File: src/rtl/mem_bus_arbiter.sv
// mem_bus_arbiter
// ---------------
// Shares one single-port memory bus between the instruction-fetch port and
// the data (load/store) port of the core. Each access is one req/ack bus
// transaction. The data port has fixed priority over fetch. A stall request
// is held towards the pipeline controller until every active access has
// completed. The cycle in which the stall request is low is the pipeline
// advance cycle: both completion flags clear at its edge, the read buffers
// keep their values.
//
// Optional feature, macro BUS_TIMEOUT_EN: a wait counter forces completion
// (read data 0, one-cycle bus_err_o pulse) after TIMEOUT_CYCLES wait cycles
// without an ack. Without the macro a wait lasts until ack and bus_err_o is 0.
//
// Ports:
//   clk, rst           system clock, synchronous active-high reset
//   inst_ce_i/addr_i   fetch request and address
//   inst_o             buffered fetched instruction
//   data_ce_i/we_i/sel_i/addr_i/wdata_i   load/store request
//   data_rdata_o       buffered load data
//   stallreq_o         stall request (combinational)
//   bus_req_o/we_o/sel_o/addr_o/wdata_o   registered bus request
//   bus_rdata_i, bus_ack_i                bus response
//   bus_err_o          timeout pulse (optional feature only)
module mem_bus_arbiter #(
  parameter int ADDR_W         = 32,
  parameter int DATA_W         = 32,
  parameter int TIMEOUT_CYCLES = 255
) (
  input  logic              clk,
  input  logic              rst,
  input  logic              inst_ce_i,
  input  logic [ADDR_W-1:0] inst_addr_i,
  output logic [DATA_W-1:0] inst_o,
  input  logic              data_ce_i,
  input  logic              data_we_i,
  input  logic [3:0]        data_sel_i,
  input  logic [ADDR_W-1:0] data_addr_i,
  input  logic [DATA_W-1:0] data_wdata_i,
  output logic [DATA_W-1:0] data_rdata_o,
  output logic              stallreq_o,
  output logic              bus_req_o,
  output logic              bus_we_o,
  output logic [3:0]        bus_sel_o,
  output logic [ADDR_W-1:0] bus_addr_o,
  output logic [DATA_W-1:0] bus_wdata_o,
  input  logic [DATA_W-1:0] bus_rdata_i,
  input  logic              bus_ack_i,
  output logic              bus_err_o
);

  typedef enum logic [1:0] {
    IDLE      = 2'd0,
    DATA_WAIT = 2'd1,
    INST_WAIT = 2'd2
  } state_t;

  state_t            state_r, state_s;
  logic              inst_done_r, inst_done_s;
  logic              data_done_r, data_done_s;
  logic [DATA_W-1:0] inst_buf_r, inst_buf_s;
  logic [DATA_W-1:0] data_buf_r, data_buf_s;
  logic              bus_req_r, bus_req_s;
  logic              bus_we_r, bus_we_s;
  logic [3:0]        bus_sel_r, bus_sel_s;
  logic [ADDR_W-1:0] bus_addr_r, bus_addr_s;
  logic [DATA_W-1:0] bus_wdata_r, bus_wdata_s;
  logic              bus_err_r, bus_err_s;

  logic              data_pend_s;
  logic              inst_pend_s;
  logic              timeout_s;
  logic              complete_s;
  logic [DATA_W-1:0] cpl_rdata_s;

  assign data_pend_s = data_ce_i & ~data_done_r;
  assign inst_pend_s = inst_ce_i & ~inst_done_r;
  assign stallreq_o  = data_pend_s | inst_pend_s;

`ifdef BUS_TIMEOUT_EN
  localparam int CNT_W = ($clog2(TIMEOUT_CYCLES + 1) > 8) ? $clog2(TIMEOUT_CYCLES + 1) : 8;
  logic [CNT_W-1:0] wait_cnt_r;

  // Wait-cycle counter: held at zero outside a wait, counts unacked wait cycles.
  always_ff @(posedge clk) begin
    if (rst) begin
      wait_cnt_r <= {CNT_W{1'b0}};
    end else if (state_r == IDLE) begin
      wait_cnt_r <= {CNT_W{1'b0}};
    end else if (!bus_ack_i) begin
      wait_cnt_r <= wait_cnt_r + {{(CNT_W-1){1'b0}}, 1'b1};
    end else begin
      wait_cnt_r <= wait_cnt_r;
    end
  end

  // The count lags by one, so the last unacked wait cycle sees TIMEOUT_CYCLES-1.
  assign timeout_s = bus_req_r & ~bus_ack_i & (wait_cnt_r == CNT_W'(TIMEOUT_CYCLES - 1));
`else
  assign timeout_s = 1'b0;
`endif

  // An ack only counts while a request is outstanding; timeouts complete with zero data.
  assign complete_s  = bus_req_r & (bus_ack_i | timeout_s);
  assign cpl_rdata_s = bus_ack_i ? bus_rdata_i : {DATA_W{1'b0}};

  // Next-state, flag, buffer and bus-request logic.
  always_comb begin
    state_s     = state_r;
    inst_done_s = inst_done_r;
    data_done_s = data_done_r;
    inst_buf_s  = inst_buf_r;
    data_buf_s  = data_buf_r;
    bus_req_s   = bus_req_r;
    bus_we_s    = bus_we_r;
    bus_sel_s   = bus_sel_r;
    bus_addr_s  = bus_addr_r;
    bus_wdata_s = bus_wdata_r;
    bus_err_s   = 1'b0;

    // Pipeline advance cycle: release both completion flags.
    if (!stallreq_o) begin
      inst_done_s = 1'b0;
      data_done_s = 1'b0;
    end else begin
      inst_done_s = inst_done_r;
      data_done_s = data_done_r;
    end

    case (state_r)
      IDLE: begin
        if (data_pend_s) begin
          state_s     = DATA_WAIT;
          bus_req_s   = 1'b1;
          bus_we_s    = data_we_i;
          bus_sel_s   = data_sel_i;
          bus_addr_s  = data_addr_i;
          bus_wdata_s = data_wdata_i;
        end else if (inst_pend_s) begin
          state_s    = INST_WAIT;
          bus_req_s  = 1'b1;
          bus_we_s   = 1'b0;
          bus_sel_s  = 4'hF;
          bus_addr_s = inst_addr_i;
        end else begin
          state_s = IDLE;
        end
      end
      DATA_WAIT: begin
        if (complete_s) begin
          // A flushed requester (ce dropped) gets the data but no completion flag.
          data_buf_s  = cpl_rdata_s;
          data_done_s = data_ce_i;
          bus_req_s   = 1'b0;
          bus_err_s   = timeout_s;
          state_s     = IDLE;
        end else begin
          state_s = DATA_WAIT;
        end
      end
      INST_WAIT: begin
        if (complete_s) begin
          inst_buf_s  = cpl_rdata_s;
          inst_done_s = inst_ce_i;
          bus_req_s   = 1'b0;
          bus_err_s   = timeout_s;
          state_s     = IDLE;
        end else begin
          state_s = INST_WAIT;
        end
      end
      default: begin
        state_s   = IDLE;
        bus_req_s = 1'b0;
      end
    endcase
  end

  // State, flag, buffer and bus-output registers with synchronous reset.
  always_ff @(posedge clk) begin
    if (rst) begin
      state_r     <= IDLE;
      inst_done_r <= 1'b0;
      data_done_r <= 1'b0;
      inst_buf_r  <= {DATA_W{1'b0}};
      data_buf_r  <= {DATA_W{1'b0}};
      bus_req_r   <= 1'b0;
      bus_we_r    <= 1'b0;
      bus_sel_r   <= 4'h0;
      bus_addr_r  <= {ADDR_W{1'b0}};
      bus_wdata_r <= {DATA_W{1'b0}};
      bus_err_r   <= 1'b0;
    end else begin
      state_r     <= state_s;
      inst_done_r <= inst_done_s;
      data_done_r <= data_done_s;
      inst_buf_r  <= inst_buf_s;
      data_buf_r  <= data_buf_s;
      bus_req_r   <= bus_req_s;
      bus_we_r    <= bus_we_s;
      bus_sel_r   <= bus_sel_s;
      bus_addr_r  <= bus_addr_s;
      bus_wdata_r <= bus_wdata_s;
      bus_err_r   <= bus_err_s;
    end
  end

  assign inst_o       = inst_buf_r;
  assign data_rdata_o = data_buf_r;
  assign bus_req_o    = bus_req_r;
  assign bus_we_o     = bus_we_r;
  assign bus_sel_o    = bus_sel_r;
  assign bus_addr_o   = bus_addr_r;
  assign bus_wdata_o  = bus_wdata_r;
  assign bus_err_o    = bus_err_r;

endmodule

File: config.mk
export PLATFORM = sky130hd
export DESIGN_NAME = mem_bus_arbiter
export DESIGN_NICKNAME = d
export VERILOG_FILES = /design/src/rtl/mem_bus_arbiter.sv
export SDC_FILE = /design/constraint.sdc
export NUM_CORES = 1
export LEC_CHECK = 0
export BUFFER_PORTS_ARGS = -buffer_cell sky130_fd_sc_hd__buf_2
export CAP_MARGIN = 10
export CORE_AREA = 2 2 142 88
export DETAILED_ROUTE_END_ITERATION = 8
export DIE_AREA = 0 0 144 90
export PLACE_DENSITY_LB_ADDON = 0.08
export SLEW_MARGIN = 20
export SYNTH_ARGS = -nofsm -noshare
export SYNTH_HDL_FRONTEND = slang
export SYNTH_SLANG_ARGS = --single-unit
export TNS_END_PERCENT = 20
File: constraint.sdc
create_clock -name clk -period 1.6 [get_ports clk]
set_input_delay 0.16 -clock clk [delete_from_list [all_inputs] [get_ports clk]]
set_output_delay 0.16 -clock clk [all_outputs]
set_load 0.005 [all_outputs]
# Word level (Yosys, flattened, before mapping)
# Cells that the tools add are included.
# word_totals
output_inout_bits	136
register_bits	138
# op_classes
bitwise_logic	6
reduce_logical	8
mux	22
eq_ne	4
# ops
cell	n
32-bit two-way mux	3
1-bit two-way mux	12
2-bit AND reduction	5
4-bit two-way mux	2
2-bit two-way mux	3
2-bit case mux with 3 select lines	1
1-bit AND	3
3-bit inequality test, second input constant	1
2-bit by 1-bit == test with 1-bit output, second input constant	1
2-bit == test, second input constant	1
2-bit zero test	1
2-bit by 1-bit inequality test with 1-bit output, second input constant	1
1-bit inverter	2
1-bit case mux with 2 select lines	1
2-bit nonzero test	1
2-bit OR reduction	1
1-bit OR	1

# Logic depth before layout (Yosys ltp)
# depth
ltp_word	6
ltp_mapped	8

# Worst setup path after synthesis
# Ideal clock, no wire load.
# synth_path
path_kind	register to register
from	register state_r[0]
to	register bus_wdata_r[10] (netlist: bus_wdata_o[10])
path_slack_ps	189
t_arrival_ps	1279
setup_time_ps	132
path_stages_with_launch	9
path_cell_list	dfxtp_1 > inv_1 > ha_1 > buf_2 > and3b_1 > buf_2 > buf_2 > nand2_1 > a21oi_1
# synth_via
elab_chain_len	2
# synth_rtl
element	line_no	rtl
from (decl)	58	state_t state_r, state_s;
from (signal assigned)	194	state_r <= state_s;
2-bit zero test	130	case (state_r)
2-bit AND reduction (no line)	-	
to (signal assigned)	191	bus_wdata_r <= {DATA_W{1'b0}};
to (signal assigned)	203	bus_wdata_r <= bus_wdata_s;
to (decl)	67	logic [DATA_W-1:0] bus_wdata_r, bus_wdata_s;
# Every way passes these cells.
# A chain may end at the register's enable or synchronous reset.

# Worst setup path in the final report
# layout_path
from	register data_done_r
to	output port stallreq_o
# layout_via
elab_chain_len	3
# layout_rtl
element	line_no	rtl
from (decl)	60	logic data_done_r, data_done_s;
from (signal assigned)	196	data_done_r <= data_done_s;
1-bit inverter	76	assign data_pend_s = data_ce_i & ~data_done_r;
1-bit AND	76	
1-bit OR	78	assign stallreq_o = data_pend_s | inst_pend_s;
to (decl)	41	output logic stallreq_o,
# Every way passes these cells.

==> impl_results.md <==
- Tmin final: approximately 1.5 ns
- Layout cells sized above 1: 0.341
- Final Util: 0.674
- Core Rows: 31
- Drt drc: 0
- Clk_lat worst skew: around 0.4 ns
- CTS Root Buffer Type: clkbuf_16
- Initial antenna violation count: 0
- Number of inserted diodes: 0
- Initial drt markers: 214
- Clock Sinks: about 140
- Via Count: between 5k and 6k
- Routed len/inst: 14.3 um
- VDD IR max: roughly 0.83 mV
- TritonCTS Buffers: 17
- Flops & latches, synth: ~140
- Critical Path Start Type: flop
- Via density: between 4 and 5
- Worst min-delay path category: input pin to flop
- Fmax: ~680 MHz
- Die H: about 90 um
- Largest cells by area after synthesis: dfxtp_1 53%, nand2_1 17%, a21oi_1 9.7%
- PortBufs: 272
- Die width: roughly 140 um
- Fillers: around 960
- Post-Syn Instances: 614
- CP Max Fanout: 18
- Gpl congestion: ~0.79
- Critical path type: flop to primary output
- Max Cap Viol: 0
- Total iterations of the first detailed-routing run: 6
- Cell leakage power: about 3.7 nW
- Synth top area share: 0.535
- Sequential share of the synthesized area: 0.535
- Starting Density: 0.439
- Arrival time at the worst endpoint: 1.32 ns
- Clk slew on worst S/H paths: roughly 0.060 ns
- HPWL Detailed: around 11 mm
- Status: completed
- Setup TNS: 0 ns
- Final Hold Viols: 0
- Unrepaired setup endpoints after global routing: false
- Largest net degree at the start of global routing: 103
- Area grow syn2layout: 53.3%
- Mean post-synth cell area: ~8.4 um^2
- Gr usage total: 0.243
- Global route overflow: 0
- Slew Limit Fails: 0
- Number of global-route vias before repair: around 5.3k
- Crit path capture type: primary output
- NumNets Final: roughly 1.1k
- Post-Route WL: roughly 16 mm
- First-pass GRT wire length: approximately 25 mm
- Period utilization: 0.922
- Netlist cell types: 27
- Data required, critical path: roughly 1.4 ns
- Final setup vio count: 0
- Core area: about 12000 um^2
- Die area: 13000 um^2
- DRT antenna net count: 0
- Htree depth: 4
- Cell Area, Synth: 5160 um^2
- TritonCTS clock tree: done
- Clk buf depth: 2
- Top-Level Pins: 274
- Setup skew after layout: about 0.014 ns
- Syn. warnings: 0
- Area leader, netlist: dfxtp_1
- Syn Nets: approximately 760
- PD cells: around 1200 nW/um^2
## synth_stat cells, drive strengths merged
cell / instances
nand2: 228
dfxtp: 138
a21oi: 100
mux2i: 32
o22ai: 32
buf: 28
clkbuf: 20
nand3: 5
ha: 4
inv: 4
o221a: 4
nor2b: 3
and3: 2
nand2b: 2
nor3: 2
a21boi: 1
a21o: 1
a31oi: 1
a32o: 1
a32oi: 1
and3b: 1
conb: 1
nand3b: 1
nor2: 1
o211ai: 1
## worst max-delay path: stages, from the launching register on
cell	delay (ns)
dfxtp_2	0.35
nand2b_4	0.18
buf_12	0.18
nand2_1	0.06
buf_2	0.13
## through the flow
step | cell area (um^2) | std cells | power [mW] | hold WS, ns | setup slack (ns)
after floorplan | 5160 | 614 | 4.42 | 0.296 | 0.189
after global placement | 6670 | 1016 | 4.93 | 0.401 | 0.113
after detailed placement | 6670 | 1016 | 4.96 | 0.406 | 0.0146
after CTS | 7910 | 1105 | 9.31 | 0.00124 | 0.0172
after global routing | 7920 | 1105 | 9.61 | 0.00261 | 0.0232
final | 7920 | 1105 | 9.24 | 0.0179 | 0.124
## cell usage in the layout (no fill, tap or decap), types with 2 or more instances in the layout
cell and n:
a21oi_1 100, clkinv_4 2, inv_6 4, buf_12 7, inv_1 4, dfxtp_1 137, o221a_1 4, bufinv_16 4
ha_1 3, buf_4 6, and3_1 2, dlygate4sd3_1 56, mux2i_1 32, nand2_1 228, nand3_1 5, clkbuf_8 2
nor2b_1 3, o22ai_1 32, buf_2 271, nor3_1 2, clkbuf_16 17
## cells by family after synthesis
family | after synthesis | share of synthesized area
AO/OA/AOI/OAI | 142 | 0.156
adder cells (fa/ha/maj) | 4 | 0.00969
buffers and inverters | 52 | 0.0521
flip-flops | 138 | 0.535
multiplexers | 32 | 0.0620
other | 1 | 0.000726
AND/OR/NAND/NOR | 245 | 0.185
## worst paths after layout
path / from / to / slack [ns] / depth (start not counted)
min reg2reg: data_rdata_o[18] / data_rdata_o[18] / 0.45 / 2
max: data_done_r / stallreq_o / 0.12 / 4
min: bus_rdata_i[25] / data_rdata_o[25] / 0.02 / 3
max reg2reg: state_r[0] / inst_o[3] / 0.12 / 6
## layer usage
metal / up-vias / share of wire / global-route usage
met5: - / 0 / 0
met4: 0 / 0.012 / 0.0784
met3: 16 / 0.069 / 0.0666
met2: 192 / 0.51 / 0.441
met1: 2426 / 0.41 / 0.275
li1: 2674 / - / -
## area by class of cell
cell class / count / area [um^2] / area share
clock buffers: 20 / 457 / 0.0577
clock inverters: 12 / 185 / 0.0234
inverters: 4 / 15.0 / 0.00190
multi-input cells: 424 / 2140 / 0.271
flip-flops and latches: 138 / 2760 / 0.349
well taps: 165 / 206 / 0.0261
repair buffers: 342 / 2150 / 0.271
## timing repair
action                                 4_1_cts  5_1_grt
hold buffers                                56        0
pin swaps                                    0        0
gates cloned                                 1        0
setup buffers                                0        0
setup endpoints to repair                    1       47
gates resized for setup                      1        3
endpoints found under the hold margin       77        0
## registers in the layout (all words and copies together), names as in the netlist
name	flops
bus_addr_o	32
bus_req_o	1
bus_sel_o	4
bus_wdata_o	32
bus_we_o	1
data_done_r	1
data_rdata_o	32
inst_done_r	1
inst_o	32
state_r	2
## report_power, final
group / total (mW) / switching (mW) / internal (mW)
clock network: 4.22 / 1.50 / 2.72
logic: 1.25 / 0.621 / 0.633
registers: 3.77 / 0.118 / 3.65
total: 9.24 / 2.24 / 7.00
No activity file was read; power rests on OpenSTA's default activity.
